## src/rtl/tron_mem_pkg.sv

```systemverilog
// tron_mem_pkg: shared state encoding, address map and region bounds for the Tron memory controller
package tron_mem_pkg;
  typedef enum logic [1:0] {IDLE, RD_WAIT, RD_CAP, DONE} state_t;
  localparam int          RAM_AW_DEF   = 14;
  localparam logic [15:0] IO_BASE_ADDR = 16'hFF00;
  localparam logic [1:0]  OFF_LED      = 2'd0;
  localparam logic [1:0]  OFF_SW       = 2'd1;
  localparam logic [1:0]  OFF_TIMER    = 2'd2;
  localparam logic [1:0]  OFF_STATUS   = 2'd3;
endpackage

```

## src/rtl/tron_io_regs.sv

```systemverilog
// tron_io_regs: LED register, synchronized switches, free-running timer and sticky error flag
module tron_io_regs
  import tron_mem_pkg::*;
#(
  parameter int DATA_W = 16
) (
  input  logic              clk,
  input  logic              reset,
  input  logic              sel,
  input  logic              we,
  input  logic [1:0]        off,
  input  logic [DATA_W-1:0] wdata,
  input  logic              err_set,
  input  logic [DATA_W-1:0] sw_in,
  output logic [DATA_W-1:0] led_out,
  output logic              err,
  output logic [DATA_W-1:0] rdata
);
  logic [DATA_W-1:0] led_q, led_d, sw1_q, sw2_q, timer_q, timer_d;
  logic              err_q, err_d, wr;

  // Register updates; a timer clear and the unmapped-error set take priority over hold/increment
  always_comb begin
    wr      = sel && we;
    led_d   = (wr && off == OFF_LED) ? wdata : led_q;
    timer_d = (wr && off == OFF_TIMER) ? '0 : timer_q + 1'b1;
    err_d   = err_set ? 1'b1 : (wr && off == OFF_STATUS && wdata[0]) ? 1'b0 : err_q;
    rdata   = (off == OFF_LED)   ? led_q :
              (off == OFF_SW)    ? sw2_q :
              (off == OFF_TIMER) ? timer_q :
                                   {{(DATA_W-1){1'b0}}, err_q};
  end

  // State flops, including the two-stage switch synchronizer
  always_ff @(posedge clk or negedge reset) begin
    if (!reset) begin
      led_q   <= '0;
      sw1_q   <= '0;
      sw2_q   <= '0;
      timer_q <= '0;
      err_q   <= 1'b0;
    end else begin
      led_q   <= led_d;
      sw1_q   <= sw_in;
      sw2_q   <= sw1_q;
      timer_q <= timer_d;
      err_q   <= err_d;
    end
  end

  assign led_out = led_q;
  assign err     = err_q;
endmodule

```

## src/rtl/tron_mem_ctrl.sv

```systemverilog
// tron_mem_ctrl: routes core loads/stores to synchronous block RAM or memory-mapped I/O registers
module tron_mem_ctrl
  import tron_mem_pkg::*;
#(
  parameter int          RAM_AW  = RAM_AW_DEF,
  parameter int          DATA_W  = 16,
  parameter logic [15:0] IO_BASE = IO_BASE_ADDR
) (
  input  logic              clk,
  input  logic              reset,
  input  logic              req,
  input  logic              we,
  input  logic [15:0]       addr,
  input  logic [DATA_W-1:0] wdata,
  output logic [DATA_W-1:0] rdata,
  output logic              ack,
  output logic              busy,
  output logic              err,
  output logic              ram_en,
  output logic              ram_we,
  output logic [RAM_AW-1:0] ram_addr,
  output logic [DATA_W-1:0] ram_wdata,
  input  logic [DATA_W-1:0] ram_rdata,
  input  logic [DATA_W-1:0] sw_in,
  output logic [DATA_W-1:0] led_out
);
  state_t            state_q, state_d;
  logic [DATA_W-1:0] rdata_q, rdata_d, ram_wdata_q, ram_wdata_d, io_rdata;
  logic [RAM_AW-1:0] ram_addr_q, ram_addr_d;
  logic              ack_q, ack_d, ram_en_q, ram_en_d, ram_we_q, ram_we_d;
  logic              is_ram, is_io, take, io_sel, err_set;

  assign is_ram  = (addr >> RAM_AW) == '0;
  assign is_io   = addr[15:2] == IO_BASE[15:2];
  assign take    = state_q == IDLE && req;
  assign io_sel  = take && is_io;
  assign err_set = take && !is_ram && !is_io;

  tron_io_regs #(.DATA_W(DATA_W)) u_io (
    .clk(clk), .reset(reset), .sel(io_sel), .we(we), .off(addr[1:0]),
    .wdata(wdata), .err_set(err_set), .sw_in(sw_in),
    .led_out(led_out), .err(err), .rdata(io_rdata)
  );

  // Next state: RAM reads take the wait/capture path, everything else completes straight to DONE
  always_comb begin
    state_d     = state_q;
    ack_d       = 1'b0;
    ram_en_d    = 1'b0;
    ram_we_d    = 1'b0;
    ram_addr_d  = ram_addr_q;
    ram_wdata_d = ram_wdata_q;
    rdata_d     = rdata_q;
    case (state_q)
      IDLE: if (req) begin
        if (is_ram) ram_addr_d = addr[RAM_AW-1:0];
        if (is_ram && !we) begin
          ram_en_d = 1'b1;
          state_d  = RD_WAIT;
        end else begin
          ram_en_d = is_ram;
          ram_we_d = is_ram;
          ack_d    = 1'b1;
          state_d  = DONE;
          if (is_ram) ram_wdata_d = wdata;
          if (!we) rdata_d = is_io ? io_rdata : '0;
        end
      end
      RD_WAIT: state_d = RD_CAP;
      RD_CAP: begin
        rdata_d = ram_rdata;
        ack_d   = 1'b1;
        state_d = DONE;
      end
      DONE: state_d = IDLE;
      default: state_d = IDLE;
    endcase
  end

  // Registered outputs and FSM state; reset cancels any in-flight access
  always_ff @(posedge clk or negedge reset) begin
    if (!reset) begin
      state_q     <= IDLE;
      rdata_q     <= '0;
      ack_q       <= 1'b0;
      ram_en_q    <= 1'b0;
      ram_we_q    <= 1'b0;
      ram_addr_q  <= '0;
      ram_wdata_q <= '0;
    end else begin
      state_q     <= state_d;
      rdata_q     <= rdata_d;
      ack_q       <= ack_d;
      ram_en_q    <= ram_en_d;
      ram_we_q    <= ram_we_d;
      ram_addr_q  <= ram_addr_d;
      ram_wdata_q <= ram_wdata_d;
    end
  end

  assign busy      = state_q != IDLE;
  assign rdata     = rdata_q;
  assign ack       = ack_q;
  assign ram_en    = ram_en_q;
  assign ram_we    = ram_we_q;
  assign ram_addr  = ram_addr_q;
  assign ram_wdata = ram_wdata_q;
endmodule

```

## config.mk

```make
export PLATFORM = sky130hd
export DESIGN_NAME = tron_mem_ctrl
export DESIGN_NICKNAME = d
export VERILOG_FILES = /design/src/rtl/tron_mem_pkg.sv /design/src/rtl/tron_io_regs.sv /design/src/rtl/tron_mem_ctrl.sv
export SDC_FILE = /design/constraint.sdc
export NUM_CORES = 1
export LEC_CHECK = 0
export CELL_PAD_IN_SITES_DETAIL_PLACEMENT = 0
export CELL_PAD_IN_SITES_GLOBAL_PLACEMENT = 2
export CORE_UTILIZATION = 28
export CTS_CLUSTER_SIZE = 25
export DETAILED_ROUTE_END_ITERATION = 8
export GPL_TIMING_DRIVEN = 0
export PLACE_DENSITY_LB_ADDON = 0.15
export SLEW_MARGIN = 5
export SYNTH_ARGS = -nofsm -noshare
export SYNTH_HDL_FRONTEND = slang
export SYNTH_HIERARCHICAL = 1
export SYNTH_SLANG_ARGS = --single-unit
export TNS_END_PERCENT = 20
```

## constraint.sdc

```tcl
create_clock -name clk -period 2 [get_ports clk]
set_input_delay 0.3 -clock clk [delete_from_list [all_inputs] [get_ports clk]]
set_output_delay 0.3 -clock clk [all_outputs]
set_load 0.02 [all_outputs]
```

==> impl_metrics.ini <==
[run_status]
status = finished, final reports clean

[timing]
fin_worst_skew_ns = 0.00623
relSlewSlack_pct = 67.6
post-route-period-util_pct = 97.0
slew_violations = 0
worst_pin_slew_ns = 0.486
finalCriticalPeriod_ns = 1.94
fin_tns_setup_ns = 0
setup_viol = 0
rsz0062_at_grt = yes
fmax_mhz = 516
finalHoldViolations = 0

[placement]
placed_area_um2 = 6580
gp_congestion = 0.704
portBuffers = 134
place_hpwl_um = 9290

[die]
die_y_um = 134
die_x_um = 134
core_area_um2 = 17200
io_pins = 135
rows = 48
initial_core_util_pct = 28.5
die_area_um2 = 18100

[power_and_ir_drop]
finalPower_mw = 9.62
pwr_density_cell_nw_per_um2 = 1300
switching_share_pct = 29.6
power.switching_mw = 2.85
p_seq_share_pct = 32.8
power_leakage_nw = 3.20
p_int_mw = 6.77
p_comb_share_pct = 33.1
pwr-share-clk_pct = 34.1
ir_worst_vdd_mv = 0.605

[clocking]
clk_pin_slew_ns = 0.05
cts_tree = done
h-tree-depth = 4
cts_buffers = 17
clock_latency_ns = 0.41
cts-root-buf = clkbuf_16
cts.sinks = 116
cts-root-to-sink-buffers = 2

[drt]
drt-total-wl_um = 13000
wire_per_inst_um = 16.5
vias = 3588
dr.pass1.iters = 6
drt_iter0_drc = 145
ant_nets = 0
viasPerCell = 4.55
drc = 0

[yosys]
synthesis.nets = 458
synthesis.area_um2 = 4910
ys_ff_latch = 116
synth_warnings = 6
synth_cell_types = 44
syn_area_per_cell_um2 = 12.7
synthCells = 387
seq_area_frac_synth_pct = 59.1

[layout]
final_util_pct = 42.8
antenna_cells = 0
design_area_um2 = 7380
area_delta_synth_final_pct = 50.2
layout-drive-gt1-share_pct = 21.5
final_nets = 622

[grt]
grt-ovfl-total = 0
grt_pass1_vias = 3825
grtUsageTotal_pct = 15.4
grt_pass1_wl_um = 20700
grt_max_degree = 84
antenna_found_initial = 0

[setup_path]
startpoint_type = register
crit_buf_inv = 2
crit_arrival_ns = 2.23
crit_required_ns = 2.29
path_max_fanout = 5
cp_slowest_cell = dfrtp_1
worst-setup-path-type = reg2reg
path_cells = inv_2, ha_4, nand2_8, nor2_4, nand2_2, nor3_4, buf_6, mux2_2
end_kind = register
max_stage_delay_ns = 0.39
critPathTopFamily = simple AND/OR/NAND/NOR gates

[min_path]
min_path_type = in2reg

[run]
max_cap_viol_count = 0
routing by layer:
layer | share of wire, % | GRT usage [%]
met1 | 44 | 18.7
met2 | 48 | 24.6
met3 | 7.0 | 6.24
met4 | 1.3 | 5.62
met5 | 0 | 0
power by group through the flow:
| stage | Combinational [mW] | Sequential, mW | Clock [mW] |
|---|---|---|---|
| 6_report | 3.19 | 3.16 | 3.28 |
| 4_1_cts | 3.16 | 3.18 | 3.37 |
| 3_5_place_dp | 3.13 | 3.21 | 0 |
| 3_3_place_gp | 3.09 | 3.19 | 0 |
| 5_1_grt | 3.44 | 3.24 | 3.49 |
| 2_1_floorplan | 1.12 | 3.74 | 0 |
state kept, by name (all words and copies together) (netlist names):
register / cells
ram_wdata: 16
rdata: 16
u_io/led_out: 16
u_io/sw1_q: 16
u_io/sw2_q: 16
u_io/timer_q: 16
ram_addr: 14
state_q: 2
ack: 1
ram_en: 1
ram_we: 1
u_io/err: 1
cells in the final DEF, fill, tap and decap left out, types with 2 or more instances in the layout:
master / instances
nand2b_1: 5
mux2_4: 21
clkinv_2: 4
and4bb_2: 3
nand2_1: 55
buf_4: 12
a21oi_1: 7
or4_1: 4
nor3b_1: 16
dlygate4sd2_1: 13
mux2_2: 26
clkbuf_1: 6
nand3_1: 4
nor4_1: 3
inv_2: 2
inv_1: 6
clkbuf_16: 17
dfrtp_1: 116
buf_6: 5
clkdlybuf4s50_1: 120
ha_1: 2
clkbuf_8: 5
bufinv_16: 4
o22a_1: 16
o31ai_1: 3
nor2_1: 6
nand4_1: 6
xnor2_1: 2
mux2i_1: 19
or3_1: 3
buf_2: 6
o21ai_0: 20
path summary, 6_finish.rpt:
path	from	to	slack, ns	cells after the start
max reg2reg	state_q[1]	u_io/led_out[13]	0.06	8
max in group asynchronous	reset	u_io/timer_q[10]	0.90	3
max	state_q[1]	u_io/led_out[13]	0.06	8
min	addr[5]	ram_addr[5]	0.26	2
min in group asynchronous	reset	ram_wdata[7]	0.37	2
min reg2reg	u_io/sw1_q[15]	u_io/sw2_q[15]	0.35	0
per-stage QoR:
step                      setup slack [ns]  hold WS (ns)  std cells
final                               0.0608         0.260        789
after CTS                          0.00223         0.245        788
after global placement               -4.21         0.333        746
after detailed placement            -0.855         0.219        747
after floorplan                   -0.00833       0.00441        387
after global routing               -0.0538         0.256        789
worst reg2reg max path, stage by stage, from the launching register on:
cell,delay [ns]
dfrtp_1,0.39
inv_2,0.08
ha_4,0.17
nand2_8,0.07
nor2_4,0.13
nand2_2,0.08
nor3_4,0.36
buf_6,0.20
mux2_2,0.34
cells in the mapped netlist:
cell type | n | area [µm²]
a21oi_1 | 7 | 35.0
a41o_1 | 1 | 10.0
or2_4 | 1 | 8.76
nand2_1 | 56 | 210
buf_2 | 8 | 40.0
nor3_1 | 1 | 5.00
nand4b_1 | 1 | 8.76
o31ai_1 | 3 | 22.5
and3b_1 | 1 | 8.76
dfrtp_1 | 116 | 2900
or4_1 | 4 | 30.0
nor4_1 | 3 | 18.8
nand2_2 | 1 | 6.26
o211ai_1 | 1 | 7.51
nor2_1 | 7 | 26.3
mux4_2 | 1 | 22.5
nand4_4 | 1 | 21.3
xor2_1 | 1 | 8.76
o21ai_0 | 20 | 100
o21bai_1 | 1 | 7.51
clkbuf_1 | 5 | 18.8
nand4_2 | 1 | 12.5
nand4_1 | 6 | 37.5
xnor2_1 | 2 | 17.5
and4b_1 | 1 | 10.0
nand2b_1 | 5 | 31.3
nor3_4 | 1 | 16.3
nand2_4 | 1 | 11.3
buf_6 | 1 | 11.3
o22a_1 | 16 | 140
buf_4 | 4 | 30.0
mux2i_1 | 19 | 190
or3_1 | 3 | 18.8
ha_1 | 3 | 37.5
mux2_2 | 38 | 428
nand3_1 | 4 | 20.0
nand3_2 | 1 | 10.0
and2_1 | 2 | 12.5
nor2_8 | 1 | 20.0
mux2_4 | 9 | 135
nor3b_1 | 16 | 120
inv_1 | 8 | 30.0
and4bb_2 | 3 | 37.5
nor2b_1 | 2 | 12.5
repair_timing:
action	CTS	global route
gates cloned	1	0
hold buffers	1	0
pin swaps	6	3
hold endpoints to repair	33	0
setup buffers	7	4
gates resized for setup	19	22
setup endpoints to repair	37	37
area by class of cell:
class | count | area, µm²
Buffer | 16 | 90.1
Clock buffer | 23 | 498
Clock inverter | 9 | 148
Fill cell | 1601 | 9860
Inverter | 8 | 30.0
Multi-Input combinational cell | 245 | 1970
Sequential cell | 116 | 2900
Tap cell | 225 | 282
Timing Repair Buffer | 147 | 1460
kinds of logic (layout without fill, tap and decap cells):
group                      Yosys count  count (layout)  synth area share (%)
adders and majority gates            3               3                 0.765
AOI/OAI and AO/OA                   49              49                  6.57
xor gates and xnor gates             3               3                 0.535
DFF                                116             116                  59.1
and+or+nand+nor                    123             123                  14.6
muxes                               67              67                  15.8
buffers and inverters               26             203                  2.65
(Power assumes the default switching activity.)
